===== src/rtl/mcycle_pkg.sv =====
// Shared encodings for the multi-cycle MIPS control FSM:
// states, instruction classes, ALU codes, op_code and funct values.
package mcycle_pkg;

    typedef enum logic [2:0] {
        S_IF   = 3'd0,
        S_ID   = 3'd1,
        S_EX   = 3'd2,
        S_MEM  = 3'd3,
        S_WB   = 3'd4,
        S_TRAP = 3'd5
    } state_t;

    typedef enum logic [2:0] {
        CL_NOP = 3'd0,
        CL_ALU = 3'd1,
        CL_LW  = 3'd2,
        CL_SW  = 3'd3,
        CL_BEQ = 3'd4,
        CL_J   = 3'd5
    } cls_t;

    localparam logic [2:0] ALU_AND  = 3'b000;
    localparam logic [2:0] ALU_OR   = 3'b001;
    localparam logic [2:0] ALU_XOR  = 3'b010;
    localparam logic [2:0] ALU_NOR  = 3'b011;
    localparam logic [2:0] ALU_ADD  = 3'b100;
    localparam logic [2:0] ALU_SUB  = 3'b101;
    localparam logic [2:0] ALU_SLTU = 3'b110;
    localparam logic [2:0] ALU_SLLV = 3'b111;

    localparam logic [5:0] OP_R     = 6'b000000;
    localparam logic [5:0] OP_J     = 6'b000010;
    localparam logic [5:0] OP_BEQ   = 6'b000100;
    localparam logic [5:0] OP_ADDI  = 6'b001000;
    localparam logic [5:0] OP_SLTIU = 6'b001011;
    localparam logic [5:0] OP_ANDI  = 6'b001100;
    localparam logic [5:0] OP_XORI  = 6'b001110;
    localparam logic [5:0] OP_LW    = 6'b100011;
    localparam logic [5:0] OP_SW    = 6'b101011;

    localparam logic [5:0] F_ADD  = 6'b100000;
    localparam logic [5:0] F_SUB  = 6'b100010;
    localparam logic [5:0] F_AND  = 6'b100100;
    localparam logic [5:0] F_OR   = 6'b100101;
    localparam logic [5:0] F_XOR  = 6'b100110;
    localparam logic [5:0] F_NOR  = 6'b100111;
    localparam logic [5:0] F_SLTU = 6'b101011;
    localparam logic [5:0] F_SLLV = 6'b000100;

    typedef struct packed {
        cls_t       cls;
        logic [2:0] alu;
        logic       rd_rt_s;
        logic       imm_s;
        logic       rt_imm_s;
        logic       alu_mem_s;
    } dec_t;

endpackage


===== src/rtl/mcycle_op_decode.sv =====
// Combinational op_code/funct decoder; the FSM latches its outputs
// during S_ID so later IR changes cannot disturb the instruction.
module mcycle_op_decode
    import mcycle_pkg::*;
(
    input  logic [5:0] op_code,
    input  logic [5:0] funct,
    output logic [2:0] cls,
    output logic [2:0] alu_op,
    output logic       rd_rt_s,
    output logic       imm_s,
    output logic       rt_imm_s,
    output logic       alu_mem_s,
    output logic       legal
);

    always_comb begin
        cls       = CL_NOP;
        alu_op    = ALU_AND;
        rd_rt_s   = 1'b0;
        imm_s     = 1'b0;
        rt_imm_s  = 1'b0;
        alu_mem_s = 1'b0;
        legal     = 1'b1;
        unique case (op_code)
            OP_R: begin
                cls = CL_ALU;
                unique case (funct)
                    F_AND:   alu_op = ALU_AND;
                    F_OR:    alu_op = ALU_OR;
                    F_XOR:   alu_op = ALU_XOR;
                    F_NOR:   alu_op = ALU_NOR;
                    F_ADD:   alu_op = ALU_ADD;
                    F_SUB:   alu_op = ALU_SUB;
                    F_SLTU:  alu_op = ALU_SLTU;
                    F_SLLV:  alu_op = ALU_SLLV;
                    default: begin
                        cls   = CL_NOP;
                        legal = 1'b0;
                    end
                endcase
            end
            OP_ADDI, OP_SLTIU: begin
                cls      = CL_ALU;
                alu_op   = (op_code == OP_ADDI) ? ALU_ADD : ALU_SLTU;
                rd_rt_s  = 1'b1;
                imm_s    = 1'b1;
                rt_imm_s = 1'b1;
            end
            // logical immediates are zero-extended
            OP_ANDI, OP_XORI: begin
                cls      = CL_ALU;
                alu_op   = (op_code == OP_ANDI) ? ALU_AND : ALU_XOR;
                rd_rt_s  = 1'b1;
                rt_imm_s = 1'b1;
            end
            OP_LW, OP_SW: begin
                cls       = (op_code == OP_LW) ? CL_LW : CL_SW;
                alu_op    = ALU_ADD;
                rd_rt_s   = 1'b1;
                imm_s     = 1'b1;
                rt_imm_s  = 1'b1;
                alu_mem_s = (op_code == OP_LW);
            end
            OP_BEQ: begin
                cls    = CL_BEQ;
                alu_op = ALU_SUB;
                imm_s  = 1'b1;
            end
            OP_J:    cls = CL_J;
            default: legal = 1'b0;
        endcase
    end

endmodule


===== src/rtl/mcycle_ctrl.sv =====
// Multi-cycle MIPS control FSM (IF/ID/EX/MEM/WB, one state per clock).
// Define MCTRL_TRAP_EN to trap on illegal instructions instead of NOPing.
module mcycle_ctrl
    import mcycle_pkg::*;
#(
    parameter int ALU_OP_W = 3,
    parameter int MEM_LAT  = 1
) (
    input  logic                clk,
    input  logic                rst,
    input  logic [5:0]          op_code,
    input  logic [5:0]          funct,
    input  logic                zero,
    output logic                PC_Write,
    output logic                IR_Write,
    output logic                Write_Reg,
    output logic                Mem_Write,
    output logic                Mem_Read,
    output logic [ALU_OP_W-1:0] ALU_OP,
    output logic                rd_rt_s,
    output logic                imm_s,
    output logic                rt_imm_s,
    output logic                alu_mem_s,
    output logic                alu_a_s,
    output logic [1:0]          pc_s,
    output logic                illegal,
    output logic [2:0]          state
);

    localparam logic [3:0] LAT_M1 = 4'(MEM_LAT - 1);

    state_t     cur, nxt;
    dec_t       dec_d, dec_q, dec;
    logic [3:0] cnt_q;
    logic [2:0] cls_w, alu_w;
    logic       rd_rt_w, imm_w, rt_imm_w, alu_mem_w, legal_w;
    logic       pcw, irw, wr, mw, mr;

    mcycle_op_decode u_dec (
        .op_code   (op_code),
        .funct     (funct),
        .cls       (cls_w),
        .alu_op    (alu_w),
        .rd_rt_s   (rd_rt_w),
        .imm_s     (imm_w),
        .rt_imm_s  (rt_imm_w),
        .alu_mem_s (alu_mem_w),
        .legal     (legal_w)
    );

    assign dec_d = '{
        cls:       cls_t'(cls_w),
        alu:       alu_w,
        rd_rt_s:   rd_rt_w,
        imm_s:     imm_w,
        rt_imm_s:  rt_imm_w,
        alu_mem_s: alu_mem_w
    };

    // live decode in S_ID, latched copy everywhere else
    assign dec = (cur == S_ID) ? dec_d : dec_q;

    always_ff @(posedge clk) begin
        if (rst) begin
            cur   <= S_IF;
            cnt_q <= '0;
            dec_q <= '0;
        end else begin
            cur <= nxt;
            if (cur == S_ID)
                dec_q <= dec_d;
            if (cur == S_EX)
                cnt_q <= LAT_M1;
            else if (cur == S_MEM && cnt_q != '0)
                cnt_q <= cnt_q - 4'd1;
        end
    end

    always_comb begin
        nxt = cur;
        unique case (cur)
            S_IF: nxt = S_ID;
            S_ID: begin
                if (!legal_w) begin
`ifdef MCTRL_TRAP_EN
                    nxt = S_TRAP;
`else
                    nxt = S_IF;
`endif
                end else if (dec_d.cls == CL_J) begin
                    nxt = S_IF;
                end else begin
                    nxt = S_EX;
                end
            end
            S_EX: begin
                unique case (dec_q.cls)
                    CL_BEQ:       nxt = S_IF;
                    CL_LW, CL_SW: nxt = S_MEM;
                    default:      nxt = S_WB;
                endcase
            end
            S_MEM: begin
                if (cnt_q == '0)
                    nxt = (dec_q.cls == CL_LW) ? S_WB : S_IF;
            end
            S_WB: nxt = S_IF;
`ifdef MCTRL_TRAP_EN
            S_TRAP: nxt = S_TRAP;
`endif
            default: nxt = S_IF;
        endcase
    end

    always_comb begin
        pcw     = 1'b0;
        irw     = 1'b0;
        wr      = 1'b0;
        mw      = 1'b0;
        mr      = 1'b0;
        pc_s    = 2'd0;
        alu_a_s = 1'b0;
        unique case (cur)
            S_IF: begin
                irw     = 1'b1;
                pcw     = 1'b1;
                alu_a_s = 1'b1;
            end
            S_ID: begin
                if (legal_w && dec_d.cls == CL_J) begin
                    pcw  = 1'b1;
                    pc_s = 2'd2;
                end
            end
            S_EX: begin
                if (dec_q.cls == CL_BEQ) begin
                    pcw  = zero;
                    pc_s = 2'd1;
                end
            end
            S_MEM: begin
                mr = (dec_q.cls == CL_LW);
                mw = (dec_q.cls == CL_SW);
            end
            S_WB:    wr = 1'b1;
            default: ;
        endcase
    end

    // reset abandons the instruction with no strobe that cycle
    assign PC_Write  = pcw & ~rst;
    assign IR_Write  = irw & ~rst;
    assign Write_Reg = wr  & ~rst;
    assign Mem_Write = mw  & ~rst;
    assign Mem_Read  = mr  & ~rst;

    always_comb begin
        ALU_OP      = '0;
        ALU_OP[2:0] = dec.alu;
    end

    assign rd_rt_s   = dec.rd_rt_s;
    assign imm_s     = dec.imm_s;
    assign rt_imm_s  = dec.rt_imm_s;
    assign alu_mem_s = dec.alu_mem_s;
    assign state     = cur;

`ifdef MCTRL_TRAP_EN
    assign illegal = (cur == S_TRAP);
`else
    assign illegal = 1'b0;
`endif

endmodule


===== config.mk =====
export PLATFORM = sky130hd
export DESIGN_NAME = mcycle_ctrl
export DESIGN_NICKNAME = d
export VERILOG_FILES = /design/src/rtl/mcycle_pkg.sv /design/src/rtl/mcycle_op_decode.sv /design/src/rtl/mcycle_ctrl.sv
export SDC_FILE = /design/constraint.sdc
export NUM_CORES = 1
export LEC_CHECK = 0
export CAP_MARGIN = 20
export CORE_MARGIN = 1
export CORE_UTILIZATION = 30
export DETAILED_ROUTE_END_ITERATION = 8
export GPL_TIMING_DRIVEN = 0
export SYNTH_ARGS = -nofsm -noshare
export SYNTH_HDL_FRONTEND = slang
export SYNTH_HIERARCHICAL = 1
export SYNTH_SLANG_ARGS = --single-unit

===== constraint.sdc =====
create_clock -name clk -period 2.1 [get_ports clk]
set_input_delay 0.42 -clock clk [delete_from_list [all_inputs] [get_ports clk]]
set_output_delay 0.42 -clock clk [all_outputs]
set_load 0.05 [all_outputs]

# --- Word-level counts from Yosys, hierarchy flattened ---
# Cells that the tools add are included.
classes:
  n_addsub: 1
  eq_ne: 25
  n_mux: 29
  bitwise: 6
  n_reduce_logical: 16
op_table:
  columns: ["cell", "count"]
  rows:
  - ["$eq 6x6->1 const B", 9]
  - ["$pmux 3 s5", 2]
  - ["$eq 6x4->1 const B", 4]
  - ["$pmux 3 s7", 1]
  - ["$reduce_or 8->1", 2]
  - ["$mux 1", 13]
  - ["$eq 3x2->1 const B", 4]
  - ["$eq 6x3->1 const B", 2]
  - ["$pmux 3 s4", 1]
  - ["$mux 2", 5]
  - ["$reduce_or 2->1", 5]
  - ["$eq 3x3->1 const B", 3]
  - ["$mux 7", 1]
  - ["$eq 6x2->1 const B", 1]
  - ["$logic_not 6->1", 1]
  - ["$mux 3", 2]
  - ["$pmux 3 s2", 1]
  - ["$reduce_or 6->1", 1]
  - ["$and 1x1->1", 5]
  - ["$reduce_or 5->1", 1]
  - ["$logic_not 4->1", 1]
  - ["$pmux 2 s2", 1]
  - ["$reduce_bool 4->1", 1]
  - ["$reduce_or 4->1", 1]
  - ["other kinds (8)", 9]
word_totals:
  reg_bits: 17
  input_bits: 15
  out_inout_bits: 19
  elab_cells: 85

# --- Longest topological paths before layout ---
# Gate-level depths: netlist of the first run.
logic_depth:
  depth_word: 9
  ltp_mapped: 8
  depth_no_buf: 7

# --- By module ---
# Netlist of the first run, hierarchy kept.
modules_own_cells:
  columns: ["module", "instances", "cells_per_inst", "area_per_inst_um2", "seq_area_each_um2"]
  rows:
  - ["mcycle_ctrl", 1, 94, 883.3, 340.3]
  - ["mcycle_op_decode", 1, 55, 385.4, 0.0]

# --- Worst setup path before layout of the first run ---
# No wires, ideal clock.
synth_timing:
  kind: "input-to-output"
  from: "in op_code[3]"
  to: "out PC_Write"
  t_arrival_ns: 2.384
  setup_slack_ns: -0.704
  path_stages: 8
  n_path_buf: 1
  path_cell_list: "buf_2 > nor4_1 > nand2_1 > o21bai_1 > nand3_1 > and3b_1 > and3_1 > o311a_1"
synth_via:
  elab_chain_cells: 8
  elab_cells_between_ends: 20
synth_lines:
  columns: ["item", "line_no", "text"]
  rows:
  - ["start: declaration", "mcycle_ctrl.sv:11", "input logic [5:0] op_code,"]
  - ["$eq 6x4->1 (tied with other cells)", "mcycle_op_decode.sv:25", "unique case (op_code)"]
  - ["$reduce_or 4->1 (no source line) (tied with other cells)", null, null]
  - ["$pmux 3 s5 *", "mcycle_op_decode.sv:25", null]
  - ["named net cls_w[0]", "mcycle_ctrl.sv:35", "logic [2:0] cls_w, alu_w;"]
  - ["$eq 3x3->1 *", "mcycle_ctrl.sv:130", "if (legal_w && dec_d.cls == CL_J) begin"]
  - ["$logic_and 1x1->1 *", "mcycle_ctrl.sv:130", null]
  - ["$mux 1 *", "mcycle_ctrl.sv:130", null]
  - ["$pmux 1 s3 *", "mcycle_ctrl.sv:123", "unique case (cur)"]
  - ["$and 1x1->1 *", "mcycle_ctrl.sv:151", "assign PC_Write = pcw & ~rst;"]
  - ["end: declaration", "mcycle_ctrl.sv:14", "output logic PC_Write,"]
# Mark *: on every way through the listed nets, which the timed path passes. The rest lies on a longest branch.

# --- Final worst setup path of the first run ---
# Ends and elaborated chain as after synthesis.

==> results.cfg, run 1 <==
[cells_and_area]
finish.cell_count_without_fillers = 262
share_of_post_route_cells_with_drive_strength_above_1 = 0.5094
final_net_count = 229
antennaDiodeCount = 0
area_growth_pct = 72.29

[floorplanning]
floorplan.core_area_um2 = 4029
die_area_um2 = 4493
num_io_pins = 34
die_w_um = 67.03
die_height_um = 67.03
initial_standard_cell_utilization_of_the_core = 0.3149
placement_rows = 23

[detailed_routing]
routed_via_density = 5.137
first_pass_iters = 4
route.detailed.wl_per_inst_um = 15.26
postRouteAntennaNets = 0
initialDrtViolationCount = 78
vias = 1346
postRouteWirelength_um = 3998
drc = 0

[synthesis]
synth-edff-count = 0
synth.net_count = 165
ys_types = 56
synth_area_per_cell_um2 = 8.515
post-synth-top-area-cell = dfxtp_1
synthTopCellsByArea = dfxtp_1 27%, mux2_2 5.3%, nor3b_1 4.7%
post-synth-top-count-cell = dfxtp_1
post_synth_top_cells = 17 x dfxtp_1, 9 x and2_1, 8 x nand2_1, 8 x nor3b_1
synthFlopType = dfxtp_1
proportion_of_synthesized_flip_flops_having_asynchronous_set_or_reset = 0
synthesis.area_um2 = 1269
synth-seq-cells = 17
synthesis.instances = 149
yosysSeqAreaShare = 0.2682
synth.top_cell.area_share = 0.2682
ys_warn_count = 6

[global_route]
first_global_vias = 1337
globalRouteOverflowTotal = 0
grt_antenna_before_repair = 0
grt_max_degree = 11
first_pass_grt_wire_length_um = 5947
groute.usage.overall = 0.1733

[setup_path]
critPathTopFamily = simple AND/OR/NAND/NOR gates
crit_path_cell_trace = buf_6 -> buf_6 -> xor2_1 -> mux2i_1 -> nand2_1 -> nand3_2 -> and3b_1 -> and3_4 -> o311a_4 -> buf_8
worst_r2r_startpoint = cnt_q[0]
critical-path-slowest-cell = o311a_4
setup.worst_path.class = input pin to primary output
cp_common_cell = buf_6
worst_ep_required_time_ns = 1.68
worstSetupStartpoint = op_code[3]
cpPeakStageDelay_ns = 0.31
path_buf_inv = 3
worst-endpoint-arrival_ns = 2.01
reg2reg_slack_ns = 0.51
cp_max_fo = 4
cp-end-kind = primary output
cp-start-kind = input pin
critical_path.reg2reg.endpoint = cnt_q[3]
rr_worst_depth = 5

[pwr]
design_power_total_mw = 0.8908
p_sw_frac = 0.3062
leakage_power_nw = 0.9615
vdd_drop_max_mv = 0.2130
powerDensity_nw_per_um2 = 407.5
net-switching-power_mw = 0.2728
seqPwrFrac = 0.373
internal_power_mw = 0.6180
combPwrFrac = 0.352
pwr-share-clk = 0.275

[cts]
cts_tree = done
clock_tree.buffer_depth = 2
ctsHtreeMaxLevel = 1
clk_pin_slew_worst_paths_ns = 0.07
worst_skew_pair.late_latency_ns = 0.25
tritoncts.num_buffers = 3
cts.root.buffer_cell = clkbuf_8
hold_buffers = 0
cts_num_sinks = 17

[sta]
drv_slew = 0
finalClockSkew_ns = 0.001182
max_slew_margin = 0.6529
period_minus_slack_ns = 2.433
maximum_clock_rate_ghz = 0.4111
rsz0062_at_grt = true
final_hold_viol_count = 0
finalCritPeriodShare = 1.158
setup_viol = 6
worst-slew-pin-transition_ns = 0.5195
setup_ws_ns = -0.3326

[min_path]
hold_path_depth = 2
worst_hold_path_type = input pin to register
worst_hold_startpoint = rst
hold-path-endpoint = state[0]

[place]
place_congestion = 0.8375
dp_hpwl_um = 2390
placement.io_buffers = 28
placedCellCount = 227
placement.setup.worst_slack_ns = -1.454

[flow_run]
maxCapViolations = 0

[run_status]
outcome = finished, violations left
violations_in_the_final_reports = negative setup slack
## flip-flops by register name (all words and copies together), names as in the netlist
register	cells
state	3
cnt_q	4
dec_q	10
## worst register-to-register path: cells and delay by family (launching register included)
kind	cells	cell delay, ns
simple gates	2	0.71
flops	1	0.37
fa+ha+maj	1	0.22
compound gates	1	0.16
buf+inv	1	0.07
## placed cells by master, fill, tap and decap left out, drive strengths merged, types with 3 or more instances in the layout
| master | count |
|---|---|
| inv | 6 |
| dlygate4sd2 | 3 |
| nand2 | 8 |
| nand2b | 4 |
| nor2 | 8 |
| nor3b | 9 |
| and2 | 9 |
| clkdlybuf4s50 | 3 |
| and3 | 3 |
| a21oi | 7 |
| nor2b | 4 |
| mux2i | 5 |
| nor3 | 3 |
| or3 | 5 |
| mux2 | 7 |
| buf | 59 |
| nor4 | 4 |
| dfxtp | 17 |
| clkbuf | 6 |
| o21ai | 4 |
| nand3 | 4 |
## how the worst max path moves through the flow
stage                     endpoint  slack, ns  cells past startpoint
after floorplan           Mem_Read      -0.46                      2
after global placement    PC_Write      -1.42                      9
after detailed placement  PC_Write      -1.45                     10
after CTS                 PC_Write      -0.25                      9
after global routing      PC_Write      -0.38                     10
final                     PC_Write      -0.33                     10
## per-stage QoR
step           hold WS [ns]  utilization  setup TNS (ns)  instance area (um^2)
6_report             0.4819       0.5425          -1.135                  2186
5_1_grt              0.5074       0.5425          -1.500                  2186
4_1_cts              0.4995       0.4885         -0.6527                  1968
3_5_place_dp         0.4793       0.4034          -11.33                  1625
3_3_place_gp         0.4677       0.4034          -10.84                  1625
2_1_floorplan        0.4501            -          -1.252                  1282
## area by class of cell
type,instances,area [um^2]
buffer,9,92.59
clock buffer,4,45.04
fill,354,1843
inverter,6,22.52
multi-input combinational,116,1035
sequential,17,344.1
tap,50,62.56
timing repair buffer,60,584.3
## what timing repair did
item                                    CTS  global route
resized for setup                       156            47
endpoints found under the setup margin   17            14
gates cloned                              0             0
pin swaps                                12            13
buffers inserted                         21            11
## logic make-up (layout without fill, tap and decap cells)
logic type | count (synthesis) | count (layout) | synth area share
adder cells (fa/ha/maj) | 1 | 1 | 0.009860
flip-flops | 17 | 17 | 0.2682
XOR/XNOR | 2 | 2 | 0.01381
buffers and inverters | 16 | 79 | 0.07199
AO/OA/AOI/OAI | 27 | 27 | 0.1460
other | 1 | 1 | 0.002956
multiplexers | 12 | 12 | 0.1016
AND/OR/NAND/NOR | 73 | 73 | 0.3856
## power by group through the flow
stage          Sequential, mW  Clock [mW]  Combinational [mW]
3_5_place_dp            0.338           0               0.205
3_3_place_gp            0.338           0               0.201
4_1_cts                 0.332       0.250               0.263
2_1_floorplan           0.345           0               0.132
5_1_grt                 0.333       0.265               0.329
6_report                0.332       0.245               0.314
## per-layer routing
metal  routed length (um)  vias up  track usage
met2                 2094       31       0.3200
met1                 1687      640       0.1994
met3                  129       10      0.02568
li1                     -      665            -
met5                    0        -            0
met4                   87        0      0.05585
No activity file was read; power rests on OpenSTA's default activity.
==> inputs of run 2 (changes only) <==
--- a/config.mk
+++ b/config.mk
@@ -5,6 +5,7 @@
 export SDC_FILE = /design/constraint.sdc
 export NUM_CORES = 1
 export LEC_CHECK = 0
+export ABC_AREA = 1
 export CAP_MARGIN = 20
 export CORE_MARGIN = 1
 export CORE_UTILIZATION = 30
==> run 2 against run 1 <==
The flow still finishes with violations (negative setup slack). Critical path depth rose by 8. Clock-buffer cell count did not move. Wire length fell by 18%. Non-clock buffer count fell by 13. Die area fell by 1.8%. Core utilization fell by 5.6 points. Flip-flop and latch count did not move. Combinational power rose by 5%. Sequential share of layout area rose by 1.9 points. Fmax rose by 8.5%. Worst setup slack improved by 0.19 ns. Critical path type is now input pin to register.
==> results.cfg, run 2 <==
[cells_and_area]
fillerInstances = 423
antennaDiodeCount = 0
top_register = dec_q
largest_reg_flops = 10
regArea_um2 = 342.8
multi_input_comb_area_um2 = 858.3
leading_cell_type_in_the_layout_fill_and_taps_excluded = nand2_1
area_growth_pct = 56.18
final_area_um2 = 1944
mostFrequentLayoutCells = 51 x nand2_1, 34 x inv_1, 25 x buf_4
share_of_post_route_cells_with_drive_strength_above_1 = 0.3971
final_net_count = 289

[floorplanning]
num_io_pins = 34
die_area_um2 = 4412
die_w_um = 66.42
initial_standard_cell_utilization_of_the_core = 0.3112
placement_rows = 23
die_height_um = 66.42
floorplan.core_area_um2 = 4000

[cts]
worst_skew_pair.late_latency_ns = 0.25
cts_tree = done
ctsHtreeMaxLevel = 1
cts.root.buffer_cell = clkbuf_8
cts_num_sinks = 17
clk_pin_slew_worst_paths_ns = 0.07
hold_buffers = 0
clock_tree.buffer_depth = 2
tritoncts.num_buffers = 3

[detailed_routing]
postRouteAntennaNets = 0
initialDrtViolationCount = 87
route.detailed.wl_per_inst_um = 10.22
routed_via_density = 4.491
first_pass_iters = 4
drc = 0
postRouteWirelength_um = 3291
vias = 1446

[global_route]
grt_max_degree = 11
globalRouteOverflowTotal = 0
first_global_vias = 1339
groute.usage.overall = 0.1628
grt_antenna_before_repair = 0
first_pass_grt_wire_length_um = 5513

[setup_path]
worst_ep_required_time_ns = 2.25
critical-path-slowest-cell = nor2_2
cp_common_cell = buf_4
worst-endpoint-arrival_ns = 2.39
cp-end-kind = register
cp_max_fo = 4
path_buf_inv = 11
cpPeakStageDelay_ns = 0.15
cp-start-kind = input pin
critPathTopFamily = buffers and inverters
setup.worst_path.class = input pin to register
crit_path_cell_trace = buf_2 -> nand2_1 -> inv_2 -> nand3_2 -> nand3_2 -> nor2_2 -> nand2_2 -> buf_4 -> buf_4 -> buf_4 -> buf_4 -> buf_4 -> buf_4 -> buf_4 -> buf_4 -> buf_4 -> o21ai_0 -> a21oi_1

[place]
placement.io_buffers = 32
placed_area_um2 = 1640
place_congestion = 0.8346
dp_hpwl_um = 2205

[synthesis]
synthTopCellsByArea = dfxtp_1 27%, nand2_1 17%, inv_1 12%
combinational_family_with_the_most_area_after_synthesis = simple AND/OR/NAND/NOR gates
synthFlopType = dfxtp_1
synth-seq-cells = 17
synthXorXnorAreaFrac = 0.007035
post-synth-top-count-cell = nand2_1
ys_types = 25
synth_area_in_simple_gates = 0.4764
synth.top_cell.area_share = 0.2734
yosysSeqAreaShare = 0.2734
synth.net_count = 232
synth_mux_area_frac = 0
synth_area_per_cell_um2 = 5.764
adder_and_majority_gate_portion_of_the_synthesized_area = 0.01005
post_synth_top_cells = 58 x nand2_1, 40 x inv_1, 29 x nor2_1
synthesis.instances = 216
synth_compound_area_frac = 0.07236
ys_warn_count = 6
synthesis.area_um2 = 1245
proportion_of_synthesized_flip_flops_having_asynchronous_set_or_reset = 0
post-synth-top-area-cell = dfxtp_1
synth-edff-count = 0

[sta]
drv_slew = 0
setup_tns_ns = -0.2617
period_minus_slack_ns = 2.242
setup_viol = 3
setup_ws_ns = -0.1424
final_hold_viol_count = 0
finalClockSkew_ns = 0.006535
finalCritPeriodShare = 1.068
maximum_clock_rate_ghz = 0.4459
rsz0062_at_grt = true

[flow_run]
maxCapViolations = 0

[pwr]
leakage_power_nw = 0.9863
powerDensity_nw_per_um2 = 473.7
vdd_drop_max_mv = 0.2808

[run_status]
violations_in_the_final_reports = negative setup slack
outcome = finished, violations left

[min_path]
worst_hold_path_type = register to register
run 2: final cells by class:
type,count,share of cell area
sequential,17,0.1763
inverter,44,0.08816
buffer,4,0.01609
multi-input combinational,151,0.4414
timing repair buffer,52,0.2227
tap,50,0.03218
clock buffer,4,0.02317
run 2: final timing paths:
| kind | start | end | slack (ns) | depth (start not counted) |
|---|---|---|---|---|
| min reg2reg | cnt_q[0] | cnt_q[0] | 0.47 | 2 |
| max | op_code[1] | dec_q[7] | -0.14 | 18 |
| min | cnt_q[0] | cnt_q[0] | 0.47 | 2 |
| max reg2reg | cnt_q[0] | state[0] | 0.89 | 7 |
run 2: metrics by stage:
stage               hold WS (ns)  setup slack (ns)  total power [mW]  utilization  std cells
global route              0.5014           -0.1837            0.9749       0.4861        322
detailed placement        0.4567            -1.228            0.6563       0.4101        298
global placement          0.4566            -1.239            0.6558       0.4101        298
CTS                       0.4673          -0.05618            0.9115       0.4686        319
floorplan                 0.4449           -0.3195            0.5520            -        216
finish                    0.4680           -0.1424            0.9211       0.4861        322
run 2: worst min-delay path: cells and delay by family (launching register included):
kind / cells / cell delay, ns
compound gates: 1 / 0.05
simple gates: 1 / 0.06
flops: 1 / 0.31
run 2: power breakdown:
group          leakage, nW  switching [mW]  internal (mW)
combinational        0.824           0.216          0.113
sequential           0.140         0.00857          0.340
clock               0.0228           0.109          0.134
run 2: per-layer routing:
| metal | wire length [um] | global-route usage |
|---|---|---|
| met5 | 0 | 0 |
| met4 | 66 | 0.05585 |
| met3 | 105 | 0.02069 |
| met2 | 1631 | 0.2895 |
| met1 | 1487 | 0.1988 |
run 2: cells by family (layout without fill, tap and decap cells):
logic type	count (synthesis)	in the layout
simple gates	130	130
flops	17	17
fa+ha+maj	1	1
xor+xnor	1	1
compound gates	18	18
other cells	1	1
buf+inv	48	104
run 2: timing repair:
item                                    4_1_cts  5_1_grt
gates cloned                                  0        0
endpoints found under the setup margin       15       15
pin swaps                                    23       17
gates resized for setup                     142       43
setup buffers                                17        3
